**config.mk**
```make
export PLATFORM = sky130hd
export DESIGN_NAME = clk_div_bank
export DESIGN_NICKNAME = d
export VERILOG_FILES = /design/src/rtl/clk_div_pkg.sv /design/src/rtl/clk_div_chan.sv /design/src/rtl/clk_div_bank.sv
export SDC_FILE = /design/constraint.sdc
export NUM_CORES = 1
export LEC_CHECK = 0
export CORE_ASPECT_RATIO = 2
export CORE_MARGIN = 5
export CORE_UTILIZATION = 60
export DETAILED_ROUTE_END_ITERATION = 12
export PLACE_DENSITY = 0.8
export SYNTH_ARGS = -nofsm -noshare
export SYNTH_HDL_FRONTEND = slang
export SYNTH_SLANG_ARGS = --single-unit
```
**constraint.sdc**
```tcl
create_clock -name Ref_Clk -period 5.85 [get_ports Ref_Clk]
set_input_delay 1.17 -clock Ref_Clk [delete_from_list [all_inputs] [get_ports Ref_Clk]]
set_output_delay 1.17 -clock Ref_Clk [all_outputs]
set_load 0.01 [all_outputs]
```
**src/rtl/clk_div_pkg.sv**
```systemverilog
// Shared constants and channel state type for the clk_div_bank divider tree.
package clk_div_pkg;

  localparam int MIN_RATIO        = 2;
  localparam int DIV_W_DEF        = 8;
  localparam int LOCK_PERIODS_DEF = 2;
  localparam int LOCK_CNT_W       = 4;

  typedef enum logic {
    CH_RUN      = 1'b0,
    CH_DISABLED = 1'b1
  } ch_state_e;

endpackage

```
**src/rtl/clk_div_chan.sv**
```systemverilog
// One divider channel: period counter, shadow/pending ratio, lock tracking and duty decode.
//   state       | meaning
//   CH_RUN      | counting at an active ratio >= 2, outputs toggle
//   CH_DISABLED | active ratio is 0 or 1; outputs held low until a valid ratio is pending
module clk_div_chan
  import clk_div_pkg::*;
#(
  parameter int DIV_W         = DIV_W_DEF,
  parameter int DEFAULT_RATIO = 10,
  parameter int LOCK_PERIODS  = LOCK_PERIODS_DEF
) (
  input  logic             Ref_Clk,
  input  logic             Rst,
  input  logic [DIV_W-1:0] ratio_i,
  input  logic             load_i,
  input  logic             align_i,
  output logic             div_clk_o,
  output logic             div_stb_o,
  output logic             locked_o
);

  localparam logic [DIV_W-1:0]      ONE      = DIV_W'(1);
  localparam logic [DIV_W-1:0]      MIN_R    = DIV_W'(MIN_RATIO);
  localparam logic [DIV_W-1:0]      DEF_R    = DIV_W'(DEFAULT_RATIO);
  localparam logic [LOCK_CNT_W-1:0] LOCK_MAX = LOCK_CNT_W'(LOCK_PERIODS);
  localparam logic [LOCK_CNT_W-1:0] LOCK_ONE = LOCK_CNT_W'(1);

  ch_state_e             state_q, state_d;
  logic [DIV_W-1:0]      ratio_q, ratio_d;
  logic [DIV_W-1:0]      shadow_q, shadow_d;
  logic [DIV_W-1:0]      cnt_q, cnt_d;
  logic [LOCK_CNT_W-1:0] lock_cnt_q, lock_cnt_d;
  logic                  pend_q, pend_d;
  logic                  prime_q, prime_d;
  logic                  clk_q, clk_d;
  logic                  stb_q, stb_d;
  logic                  locked_q, locked_d;
  logic                  wrap, shadow_ok, running;

  always_comb begin
    state_d    = state_q;
    ratio_d    = ratio_q;
    shadow_d   = shadow_q;
    cnt_d      = cnt_q;
    lock_cnt_d = lock_cnt_q;
    pend_d     = pend_q;
    prime_d    = prime_q;
    wrap       = (cnt_q == ratio_q - ONE);
    shadow_ok  = (shadow_q >= MIN_R);

    unique case (state_q)
      CH_RUN: begin
        if (align_i || wrap) begin
          cnt_d = '0;
          if (pend_q) begin
            ratio_d    = shadow_q;
            pend_d     = 1'b0;
            lock_cnt_d = '0;
            if (!shadow_ok) state_d = CH_DISABLED;
          end else if (align_i) begin
            lock_cnt_d = '0;
          end else if (prime_q && lock_cnt_q != LOCK_MAX) begin
            lock_cnt_d = lock_cnt_q + LOCK_ONE;
          end
          // The first wrap after reset or re-enable closes no real period.
          prime_d = 1'b1;
        end else begin
          cnt_d = cnt_q + ONE;
        end
      end
      CH_DISABLED: begin
        cnt_d      = '0;
        lock_cnt_d = '0;
        if (pend_q) begin
          ratio_d = shadow_q;
          pend_d  = 1'b0;
          if (shadow_ok) begin
            state_d = CH_RUN;
            cnt_d   = shadow_q - ONE;
            prime_d = 1'b0;
          end
        end
      end
      default: state_d = CH_DISABLED;
    endcase

    if (load_i) begin
      shadow_d = ratio_i;
      pend_d   = 1'b1;
    end

    running  = (state_d == CH_RUN);
    clk_d    = running && (cnt_d < ratio_d - (ratio_d >> 1));
    stb_d    = running && (cnt_d == '0);
    locked_d = running && (lock_cnt_d == LOCK_MAX);
  end

  always_ff @(posedge Ref_Clk or posedge Rst) begin
    if (Rst) begin
      state_q    <= CH_RUN;
      ratio_q    <= DEF_R;
      shadow_q   <= DEF_R;
      cnt_q      <= DEF_R - ONE;
      lock_cnt_q <= '0;
      pend_q     <= 1'b0;
      prime_q    <= 1'b0;
      clk_q      <= 1'b0;
      stb_q      <= 1'b0;
      locked_q   <= 1'b0;
    end else begin
      state_q    <= state_d;
      ratio_q    <= ratio_d;
      shadow_q   <= shadow_d;
      cnt_q      <= cnt_d;
      lock_cnt_q <= lock_cnt_d;
      pend_q     <= pend_d;
      prime_q    <= prime_d;
      clk_q      <= clk_d;
      stb_q      <= stb_d;
      locked_q   <= locked_d;
    end
  end

  assign div_clk_o = clk_q;
  assign div_stb_o = stb_q;
  assign locked_o  = locked_q;

endmodule

```
**src/rtl/clk_div_bank.sv**
```systemverilog
// Bank of independent programmable clock dividers sharing a common phase-align pulse.
module clk_div_bank
  import clk_div_pkg::*;
#(
  parameter int NUM_CH        = 2,
  parameter int DIV_W         = DIV_W_DEF,
  parameter int DEFAULT_RATIO = 10,
  parameter int LOCK_PERIODS  = LOCK_PERIODS_DEF
) (
  input  logic                    Ref_Clk,
  input  logic                    Rst,
  input  logic [NUM_CH*DIV_W-1:0] div_ratio,
  input  logic [NUM_CH-1:0]       ratio_load,
  input  logic                    align,
  output logic [NUM_CH-1:0]       div_clk,
  output logic [NUM_CH-1:0]       div_stb,
  output logic [NUM_CH-1:0]       locked
);

  for (genvar i = 0; i < NUM_CH; i++) begin : g_ch
    clk_div_chan #(
      .DIV_W         (DIV_W),
      .DEFAULT_RATIO (DEFAULT_RATIO),
      .LOCK_PERIODS  (LOCK_PERIODS)
    ) u_chan (
      .Ref_Clk   (Ref_Clk),
      .Rst       (Rst),
      .ratio_i   (div_ratio[i*DIV_W +: DIV_W]),
      .load_i    (ratio_load[i]),
      .align_i   (align),
      .div_clk_o (div_clk[i]),
      .div_stb_o (div_stb[i]),
      .locked_o  (locked[i])
    );
  end

endmodule

```
* Word level (Yosys, flattened, before mapping)
Index checks and enable logic that the tools add are counted.
** Word-level totals
- Bits in registers :: 68
- Input port bits :: 21
- Output and inout bits :: 6
- Word-level logic and storage cells :: 114
** Operators by class
- Add/subtract/negate cells :: 10
- Order comparisons :: 4
- Equality and inequality tests :: 14
- Multiplexer cells :: 48
- Bitwise gates (word level) :: 4
- Reduce and logical (&&, ||, !) cells :: 14
** Operators by type and width (number)
- $mux 8 :: 10
- $pmux 8 s2 :: 4
- $mux 4 :: 8
- $sub 8x1->8 const B :: 4
- $mux 1 :: 18
- $add 8x1->8 const B :: 2
- $eq 8x8->1 :: 2
- $ge 8x2->1 const B :: 2
- $logic_not 8->1 :: 2
- $lt 8x8->1 :: 2
- $pmux 4 s2 :: 2
- $sub 8x7->8 :: 2
- $pmux 1 s2 :: 6
- $add 4x1->4 const B :: 2
- $eq 4x2->1 const B :: 2
- $logic_and 1x1->1 :: 8
- $ne 2x2->1 const B :: 4
- $ne 4x2->1 const B :: 2
- $ne 3x2->1 const B :: 2
- $reduce_and 3->1 :: 2
- $ne 2x1->1 const B :: 2
- $not 1->1 :: 4
- $logic_or 1x1->1 :: 2

* Longest topological paths before layout
Gate-level depths: netlist of the first run.
- Depth in word-level cells :: 9
- Gate-level depth with buffers :: 25
- Depth with buffers taken out :: 24

* Cells and area by module
A second synthesis of the first run with hierarchy kept.
** Second synthesis, totals
- Cells, all modules :: 510
- Area total of the unflattened synthesis :: 4812.1 µm²
** By module, submodules not included
- clk_div_chan :: instances 2, cells an instance 255, area an instance 2406.1 µm², seq. area each 858.3 µm²

* Least setup slack after synthesis of the first run
No wires, ideal clock.
- Path type :: register to register
- Start point :: reg g_ch[1].u_chan.ratio_q[1]
- End point :: reg g_ch[1].u_chan.clk_q
- Setup time :: 0.094 ns
- Arrival :: 5.171 ns
- Required time :: 5.756 ns
- Setup slack :: 0.585 ns
- Cell stages (with the launch flop) :: 22
- Buffers on the path :: 1
- Clock period less this slack :: 5.265 ns
- Cells stage by stage :: dfstp_2 inv_1 ha_1 o21ai_0 or4b_2 o31ai_1 o21ai_1 a21oi_1 buf_2 nor2_1 a21o_1 ha_1 fa_1 maj3_1 o311a_1 nor3_1 xnor2_1 ha_1 nor2b_1 o21ai_0 o211ai_1 a211oi_1
** On the way
- Longest elaborated chain between the ends :: 8
- Elaborated cells between the ends (all ways) :: 14
- Those cells by class :: 2 x add/sub; 1 x order compare; 1 x eq/ne; 7 x mux; 1 x bitwise; 2 x reduce/logical
** Ends and longest elaborated chain
- from (decl) :: line clk_div_chan.sv:29 : logic [DIV_W-1:0] ratio_q, ratio_d;
- from (signal assigned) :: line clk_div_chan.sv:112 : ratio_q <= ratio_d;
- $sub 8x1->8 :: line clk_div_chan.sv:48 : wrap = (cnt_q == ratio_q - ONE);
- $eq 8x8->1 :: line clk_div_chan.sv:48
- $logic_or 1x1->1 :: line clk_div_chan.sv:53 : if (align_i || wrap) begin
- $mux 8 :: line clk_div_chan.sv:53
- $pmux 8 s2 * :: line clk_div_chan.sv:51 : unique case (state_q)
- named net g_ch[1].u_chan.ratio_d[1] :: line clk_div_chan.sv:29
- $sub 8x7->8 * :: line clk_div_chan.sv:93 : clk_d = running && (cnt_d < ratio_d - (ratio_d >> 1));
- $lt 8x8->1 * :: line clk_div_chan.sv:93
- $logic_and 1x1->1 * :: line clk_div_chan.sv:93
- named net g_ch[1].u_chan.clk_d :: line clk_div_chan.sv:35 : logic clk_q, clk_d;
- to (signal assigned) :: line clk_div_chan.sv:118 : clk_q <= clk_d;
- to (decl) :: line clk_div_chan.sv:35
The timed path passes the listed nets; every way through them passes the cells marked *.
A chain may end at the register's enable or synchronous reset.

* Final worst setup path of the first run
- Start point :: reg g_ch[1].u_chan.ratio_q[1]
- End point :: reg g_ch[1].u_chan.clk_q
** On the way
- Longest elaborated chain between the ends :: 8
- Elaborated cells between the ends (all ways) :: 14
- Those cells by class :: 2 x add/sub; 1 x order compare; 1 x eq/ne; 7 x mux; 1 x bitwise; 2 x reduce/logical
** Ends and longest elaborated chain (line)
- $sub 8x1->8 :: clk_div_chan.sv:48
- $eq 8x8->1 :: clk_div_chan.sv:48
- $logic_or 1x1->1 :: clk_div_chan.sv:53
- $mux 8 :: clk_div_chan.sv:53
- $pmux 8 s2 :: clk_div_chan.sv:51
- $sub 8x7->8 :: clk_div_chan.sv:93
- $lt 8x8->1 :: clk_div_chan.sv:93
- $logic_and 1x1->1 * :: clk_div_chan.sv:93
- named net g_ch[1].u_chan.clk_d :: clk_div_chan.sv:35
Marked as above.

==> results.json, run 1 <==
{
  "run_status": "completed",
  "pin_count_of_the_biggest_net_entering_global_routing": 69,
  "hold_violations": 0,
  "syn-instance-count": 516,
  "ant_nets": 0,
  "rrSetupSlack_ns": 0.40,
  "track_usage_pct": 28.8,
  "ys_seq_area_share_pct": 35.5,
  "routedWlPerCell_microns": 20.2,
  "layout.area.seq_sq_mm": 0.00172,
  "cp.required_ns": 6.07,
  "max-vdd-ir-drop_mv": 0.244,
  "category_of_the_critical_setup_timing_path": "reg -> reg",
  "synth_top_cells_by_area": "sky130_fd_sc_hd__dfrtp_1, sky130_fd_sc_hd__ha_1, sky130_fd_sc_hd__dfstp_2",
  "cts_tree": "done",
  "vias": 3990,
  "relSlewSlack_pct": 43.3,
  "placeableCoreArea_sq_mm": 0.00789,
  "timing.final.max_slew_violations": 0,
  "holdWs_ns": 0.496,
  "cts_made_buffers": 9,
  "mappedNetlistNets": 577,
  "multi_input_area_sq_mm": 0.00284,
  "tightestPinTransition_ns": 0.850,
  "port_buffers": 26,
  "die_height_microns": 137,
  "global_route.overflow_total": 0,
  "finalSetupViolCount": 0,
  "max_clock_freq_mhz": 184,
  "clkPwrFrac_pct": 26.0,
  "final_layout_size_suffix_gt1_share_pct": 12.3,
  "post-synth-top-count-cell": "sky130_fd_sc_hd__dfrtp_1",
  "yosys_warnings": 0,
  "n_fill_cell": 617,
  "synthTopCellsByCount": "sky130_fd_sc_hd__dfrtp_1, sky130_fd_sc_hd__inv_1, sky130_fd_sc_hd__ha_1, sky130_fd_sc_hd__nor2_1, sky130_fd_sc_hd__nand2_1",
  "top_level_pins": 27,
  "hpwlAfterDp_microns": 10200,
  "timing.critical_path.from_type": "flop",
  "globalplace.congestion": 1.01,
  "max-clock-path-buffers": 2,
  "leakage_nw": 2.39,
  "preCtsSetupSlack_ns": 0.0914,
  "swShare_pct": 37.8,
  "worst_skew_late_latency_ns": 0.34,
  "synth.ff_latch_count": 68,
  "switching_power_w": 0.000737,
  "power.share.combinational_pct": 41.3,
  "rsz_0062_raised_after_global_routing": "no",
  "drt-initial-drc-count": 224,
  "cell_area_after_synthesis_sq_mm": 0.00484,
  "grt_antenna_before_repair": 0,
  "clock_skew_ns": 0.00951,
  "clock_tree_root": "sky130_fd_sc_hd__clkbuf_16",
  "power_density_mw_per_mm2": 359,
  "vias_per_cell": 6.21,
  "synth-async-reset-ratio_pct": 100,
  "min_period_ns": 5.45,
  "count_of_flip_flops_with_a_built_in_enable_after_synthesis": 0,
  "synthDominantCellAreaShare_pct": 29.0,
  "routed_wirelength_microns": 13000,
  "arrival_ns": 5.67,
  "leading_area_contributor_after_synthesis": "sky130_fd_sc_hd__dfrtp_1",
  "min_path_type": "reg -> reg",
  "initial_utilization_pct": 61.4,
  "critical_path_peak_fanout": 11,
  "router_iterations_before_antenna_repair": 4,
  "fin_crit_sh_pct": 93.1,
  "grt_first_pass_wirelength_microns": 21300,
  "crit_path_setup_slack_layout_ns": 0.402,
  "floorplan.die_area_sq_mm": 0.0101,
  "power_frac_seq_pct": 32.8,
  "internal-power_w": 0.00122,
  "num_rows": 46,
  "cap_violations": 0,
  "postSynth.topFlopCell": "sky130_fd_sc_hd__dfrtp_1",
  "clock_transition_at_path_regs_ns": 0.05,
  "htree_num_levels": 3,
  "clock_sinks": 68,
  "drc": 0,
  "synthesis.area_per_instance_sq_um": 9.38,
  "area_growth_pct": 12.4,
  "insertedDiodeCount": 0,
  "die_w_microns": 73.5,
  "first_global_vias": 4253,
  "yosysUniqueCellTypes": 67,
  "finish.net_count": 602,
  "worst_setup_path_end_kind": "flop",
  "tns_ns": 0
}
==> cells in the final DEF (no fill, tap or decap), types with 4 or more instances in the layout <==
cell	Yosys	final
sky130_fd_sc_hd__a211oi_1	6	6
sky130_fd_sc_hd__a21o_1	4	4
sky130_fd_sc_hd__a21oi_1	22	21
sky130_fd_sc_hd__buf_4	6	5
sky130_fd_sc_hd__clkbuf_16	0	9
sky130_fd_sc_hd__clkdlybuf4s50_1	0	26
sky130_fd_sc_hd__dfrtp_1	56	56
sky130_fd_sc_hd__dfstp_2	12	12
sky130_fd_sc_hd__ha_1	38	38
sky130_fd_sc_hd__inv_1	48	47
sky130_fd_sc_hd__maj3_1	4	4
sky130_fd_sc_hd__mux2_2	17	17
sky130_fd_sc_hd__nand2_1	33	33
sky130_fd_sc_hd__nand3_1	11	11
sky130_fd_sc_hd__nand4_1	6	6
sky130_fd_sc_hd__nor2_1	38	38
sky130_fd_sc_hd__nor2b_1	4	4
sky130_fd_sc_hd__nor3_1	16	16
sky130_fd_sc_hd__nor4_1	8	8
sky130_fd_sc_hd__o211ai_1	6	6
sky130_fd_sc_hd__o21ai_0	24	24
sky130_fd_sc_hd__o22ai_1	14	14
sky130_fd_sc_hd__or2_2	4	4
sky130_fd_sc_hd__or4_1	5	5
sky130_fd_sc_hd__xnor2_1	32	32
sky130_fd_sc_hd__xor2_1	32	32
==> worst max-delay path, cell delays in order, from the launching register on <==
cell	delay (ns)
sky130_fd_sc_hd__dfstp_2	0.55
sky130_fd_sc_hd__inv_1	0.06
sky130_fd_sc_hd__ha_1	0.26
sky130_fd_sc_hd__o21ai_0	0.20
sky130_fd_sc_hd__or4b_2	0.61
sky130_fd_sc_hd__o31ai_1	0.13
sky130_fd_sc_hd__o21ai_1	0.19
sky130_fd_sc_hd__a21oi_2	0.29
sky130_fd_sc_hd__buf_4	0.24
sky130_fd_sc_hd__a21oi_1	0.11
sky130_fd_sc_hd__ha_1	0.30
sky130_fd_sc_hd__a21oi_1	0.09
sky130_fd_sc_hd__maj3_1	0.36
sky130_fd_sc_hd__a211oi_1	0.41
sky130_fd_sc_hd__o21ai_0	0.15
sky130_fd_sc_hd__a21boi_0	0.23
sky130_fd_sc_hd__o21bai_1	0.12
sky130_fd_sc_hd__ha_1	0.30
sky130_fd_sc_hd__a21oi_1	0.13
sky130_fd_sc_hd__nor2b_1	0.05
sky130_fd_sc_hd__o21ai_0	0.17
sky130_fd_sc_hd__o211ai_1	0.12
sky130_fd_sc_hd__a211oi_1	0.27
==> cell families after synthesis <==
family                   after synthesis  synth area share (%)
AND/OR/NAND/NOR                      150                  15.9
AO/OA/AOI/OAI                        103                  14.6
flip-flops                            68                  35.5
buffers and inverters                 66                  5.92
XOR/XNOR                              64                  11.6
adder cells (fa/ha/maj)               44                  11.5
multiplexers                          21                  5.04
==> metrics by stage <==
step	total power, W	utilization [%]	cells	area [sq um]
6_report	0.00195	69.0	642	5440
4_1_cts	0.00195	68.8	641	5430
5_1_grt	0.00208	69.0	642	5440
3_5_place_dp	0.00144	65.3	625	5150
3_3_place_gp	0.00141	65.3	625	5150
2_1_floorplan	0.00123	-	516	4840
==> registers in the layout, summed over array words and instances (netlist names) <==
signal / count
g_ch.u_chan.pend_q: 2
g_ch.u_chan.div_clk_o: 2
g_ch.u_chan.ratio_q: 16
g_ch.u_chan.cnt_q: 16
g_ch.u_chan.lock_cnt_q: 8
g_ch.u_chan.div_stb_o: 2
g_ch.u_chan.prime_q: 2
g_ch.u_chan.shadow_q: 16
g_ch.u_chan.locked_o: 2
g_ch.u_chan.state_q: 2
==> layer usage <==
| metal | vias to the layer above | GRT usage, % | wire (microns) |
|---|---|---|---|
| met2 | 111 | 53.5 | 7510 |
| met1 | 1947 | 25.6 | 3950 |
| met4 | 0 | 21.3 | 1160 |
| met5 | - | 0 | 0 |
| li1 | 1860 | - | - |
| met3 | 72 | 6.32 | 375 |
==> layout make-up <==
class	count	share of cell area, %
Tap cell	96	2.21
Clock inverter	4	0.460
Clock buffer	12	4.72
Timing Repair Buffer	31	5.48
Multi-Input combinational cell	382	52.2
Inverter	49	3.38
Sequential cell	68	31.6
==> final timing paths <==
path / startpoint / endpoint / cells past startpoint
setup / recovery: g_ch[1].u_chan.ratio_q[1] / g_ch[1].u_chan.div_clk_o / 22
hold / removal: g_ch[0].u_chan.prime_q / g_ch[0].u_chan.prime_q / 1
setup reg to reg: g_ch[1].u_chan.ratio_q[1] / g_ch[1].u_chan.div_clk_o / 22
hold reg to reg: g_ch[0].u_chan.prime_q / g_ch[0].u_chan.prime_q / 1
max in group asynchronous: Rst / g_ch[0].u_chan.div_clk_o / 3
min in group asynchronous: Rst / g_ch[0].u_chan.lock_cnt_q[2] / 3
==> power groups by stage <==
stage          Clock, W  Sequential, W  Combinational (W)
2_1_floorplan         0       0.000603           0.000623
3_3_place_gp          0       0.000643           0.000764
3_5_place_dp          0       0.000646           0.000790
4_1_cts        0.000514       0.000638           0.000799
5_1_grt        0.000537       0.000649           0.000894
6_report       0.000507       0.000640           0.000806
==> what timing repair did <==
| item | in CTS | in global routing |
|---|---|---|
| endpoints found under the setup margin | 0 | 2 |
| setup buffers | 0 | 1 |
| resized for setup | 0 | 1 |
| hold buffers | 0 | 0 |
Power figures use the tool's default switching activity.
==> run 2, diff against run 1 <==
Settings changed: PLACE_DENSITY 0.8 to 0.83.
==> run 2 against run 1 <==
Effect of this change: critical path depth up 2; non-clock buffer count stayed put; combinational power hardly changed; sequential power up 0.9%; wire length grew 0.59%; total power is 0.54% lower; utilization shrank 0.19 points; clock power fell by 3%; sequential cell count unchanged; largest power group unchanged.
==> results.json, run 2 (synthesis results as in run 1) <==
{
  "tns_ns": 0,
  "timing.hold.worst.start": "g_ch[1].u_chan.prime_q",
  "timing.critical_path.from_type": "flop",
  "number_of_hold_buffers_added_after_cts": 0,
  "vias_per_cell": 6.31,
  "leakage_nw": 2.38,
  "relSlewSlack_pct": 41.0,
  "tightestPinTransition_ns": 0.885,
  "initial_utilization_pct": 61.4,
  "placeableCoreArea_sq_mm": 0.00789,
  "grt_antenna_before_repair": 0,
  "clkPwrFrac_pct": 25.2,
  "timing.final.max_slew_violations": 0,
  "holdWs_ns": 0.492,
  "fin_crit_sh_pct": 94.2,
  "insertedDiodeCount": 0,
  "final_layout_size_suffix_gt1_share_pct": 12.1,
  "arrival_ns": 5.76,
  "port_buffers": 26,
  "drc": 0,
  "final_cell_mix": "sky130_fd_sc_hd__dfrtp_1, sky130_fd_sc_hd__inv_1, sky130_fd_sc_hd__nor2_1, sky130_fd_sc_hd__ha_1, sky130_fd_sc_hd__nand2_1",
  "power_density_mw_per_mm2": 358,
  "vias": 4052,
  "worst_setup_path_end_kind": "flop",
  "track_usage_pct": 28.6,
  "run_status": "completed",
  "reg2reg_depth": 24,
  "layout_commonest_cell": "sky130_fd_sc_hd__dfrtp_1",
  "worst_skew_late_latency_ns": 0.34,
  "hold_end": "g_ch[1].u_chan.prime_q",
  "cts_tree": "done",
  "postCtsResizedCells": 0,
  "r2r-start": "g_ch[0].u_chan.ratio_q[0]",
  "fin_area_sq_mm": 0.00542,
  "hold_violations": 0,
  "clock_transition_at_path_regs_ns": 0.06,
  "die_height_microns": 137,
  "ant_nets": 0,
  "switching_power_w": 0.000751,
  "cp.required_ns": 6.09,
  "internal-power_w": 0.00119,
  "area_growth_pct": 12.1,
  "num_rows": 46,
  "power.share.combinational_pct": 41.5,
  "rsz_0062_raised_after_global_routing": "no",
  "clock_tree_root": "sky130_fd_sc_hd__clkbuf_16",
  "globalplace.congestion": 0.968,
  "rrSetupSlack_ns": 0.34,
  "min_path_type": "reg -> reg",
  "die_w_microns": 73.5,
  "first_global_vias": 4346,
  "clock_skew_ns": 0.00984,
  "n_fill_cell": 642,
  "multi_input_area_sq_mm": 0.00284,
  "htree_num_levels": 3,
  "place_area_sq_mm": 0.00515,
  "floorplan.die_area_sq_mm": 0.0101,
  "layout.area.seq_sq_mm": 0.00172,
  "min_period_ns": 5.51,
  "finalSetupViolCount": 0,
  "power_frac_seq_pct": 33.3,
  "grt_first_pass_wirelength_microns": 21200,
  "category_of_the_critical_setup_timing_path": "reg -> reg",
  "max-vdd-ir-drop_mv": 0.246,
  "drt-initial-drc-count": 300,
  "router_iterations_before_antenna_repair": 5,
  "max-clock-path-buffers": 2,
  "hpwlAfterDp_microns": 10400,
  "cts_made_buffers": 9,
  "reg_top3": "g_ch.u_chan.cnt_q (16), g_ch.u_chan.ratio_q (16), g_ch.u_chan.shadow_q (16)",
  "swShare_pct": 38.7,
  "top_level_pins": 27,
  "finish.net_count": 602,
  "clock_sinks": 68,
  "routed_wirelength_microns": 13100,
  "max_clock_freq_mhz": 181,
  "global_route.overflow_total": 0,
  "count_of_cells_along_the_worst_hold_path": 1,
  "crit_path_setup_slack_layout_ns": 0.337,
  "routedWlPerCell_microns": 20.3,
  "pin_count_of_the_biggest_net_entering_global_routing": 69,
  "regToRegEndpoint": "g_ch[0].u_chan.div_clk_o",
  "cap_violations": 0,
  "critical_path_peak_fanout": 11,
  "preCtsSetupSlack_ns": 0.0456
}
run 2: worst max path at each step:
stage,from,end,slack (ns),depth (start not counted)
floorplan,g_ch[1].u_chan.ratio_q[1],g_ch[1].u_chan.div_clk_o,0.58,21
global placement,g_ch[0].u_chan.ratio_q[0],g_ch[0].u_chan.div_clk_o,0.15,23
detailed placement,g_ch[0].u_chan.ratio_q[0],g_ch[0].u_chan.div_clk_o,0.05,23
CTS,g_ch[0].u_chan.ratio_q[0],g_ch[0].u_chan.div_clk_o,0.03,23
global route,g_ch[1].u_chan.ratio_q[1],g_ch[1].u_chan.div_clk_o,0.02,22
finish,g_ch[0].u_chan.ratio_q[0],g_ch[0].u_chan.div_clk_o,0.34,24
run 2: worst max-delay path, stage by stage, from the launching register on:
cell,delay [ns]
sky130_fd_sc_hd__dfrtp_1,0.43
sky130_fd_sc_hd__inv_1,0.08
sky130_fd_sc_hd__ha_1,0.31
sky130_fd_sc_hd__nor4bb_1,0.34
sky130_fd_sc_hd__o211ai_1,0.13
sky130_fd_sc_hd__a311o_1,0.39
sky130_fd_sc_hd__o41ai_4,0.30
sky130_fd_sc_hd__nand2_2,0.27
sky130_fd_sc_hd__nor2_1,0.17
sky130_fd_sc_hd__a21o_1,0.19
sky130_fd_sc_hd__ha_1,0.22
sky130_fd_sc_hd__inv_1,0.06
sky130_fd_sc_hd__a21o_1,0.18
sky130_fd_sc_hd__a21oi_1,0.37
sky130_fd_sc_hd__a21oi_1,0.14
sky130_fd_sc_hd__nand3_1,0.12
sky130_fd_sc_hd__a21oi_1,0.08
sky130_fd_sc_hd__a2111o_1,0.36
sky130_fd_sc_hd__a21oi_1,0.18
sky130_fd_sc_hd__xnor2_1,0.19
sky130_fd_sc_hd__ha_1,0.30
sky130_fd_sc_hd__and4_1,0.18
sky130_fd_sc_hd__a21oi_1,0.15
sky130_fd_sc_hd__nand2_1,0.08
sky130_fd_sc_hd__nor3_1,0.16
run 2: per-layer routing:
layer | track usage (%) | wire, microns | vias up
met5 | 0 | 0 | -
met4 | 26.0 | 1360 | 0
met3 | 4.41 | 382 | 78
met2 | 53.6 | 7410 | 128
met1 | 23.8 | 3910 | 1981
li1 | - | - | 1865
run 2: timing repair:
item | CTS | global route
endpoints found under the setup margin | 0 | 1
setup buffers | 0 | 1
hold endpoints to repair | 0 | 0
run 2: final cells by class:
class / instances / share of cell area (%)
multi-input cells: 382 / 52.3
flip-flops and latches: 68 / 31.6
repair buffers: 31 / 5.49
clock buffers: 10 / 4.22
inverters: 49 / 3.39
well taps: 96 / 2.21
clock inverters: 6 / 0.761
run 2: metrics by stage:
step                utilization [%]  total power (W)  instances
floorplan                         -          0.00123        516
global placement               65.3          0.00141        625
detailed placement             65.3          0.00145        625
CTS                            68.7          0.00195        641
global route                   68.8          0.00206        642
finish                         68.8          0.00194        642
run 2: power by group through the flow:
stage / sequential [W] / clock (W) / combinational, W
5_1_grt: 0.000655 / 0.000518 / 0.000891
6_report: 0.000646 / 0.000490 / 0.000806
2_1_floorplan: 0.000603 / 0 / 0.000623
3_5_place_dp: 0.000650 / 0 / 0.000799
3_3_place_gp: 0.000646 / 0 / 0.000767
4_1_cts: 0.000642 / 0.000501 / 0.000806
==> run 3, diff against run 2 <==
Settings changed: PLACE_DENSITY 0.83 to 0.8, SKIP_CTS_REPAIR_TIMING set to 1.
==> results of run 3 <==
No change in the layout: final DEF, timing and power equal those of run 1.
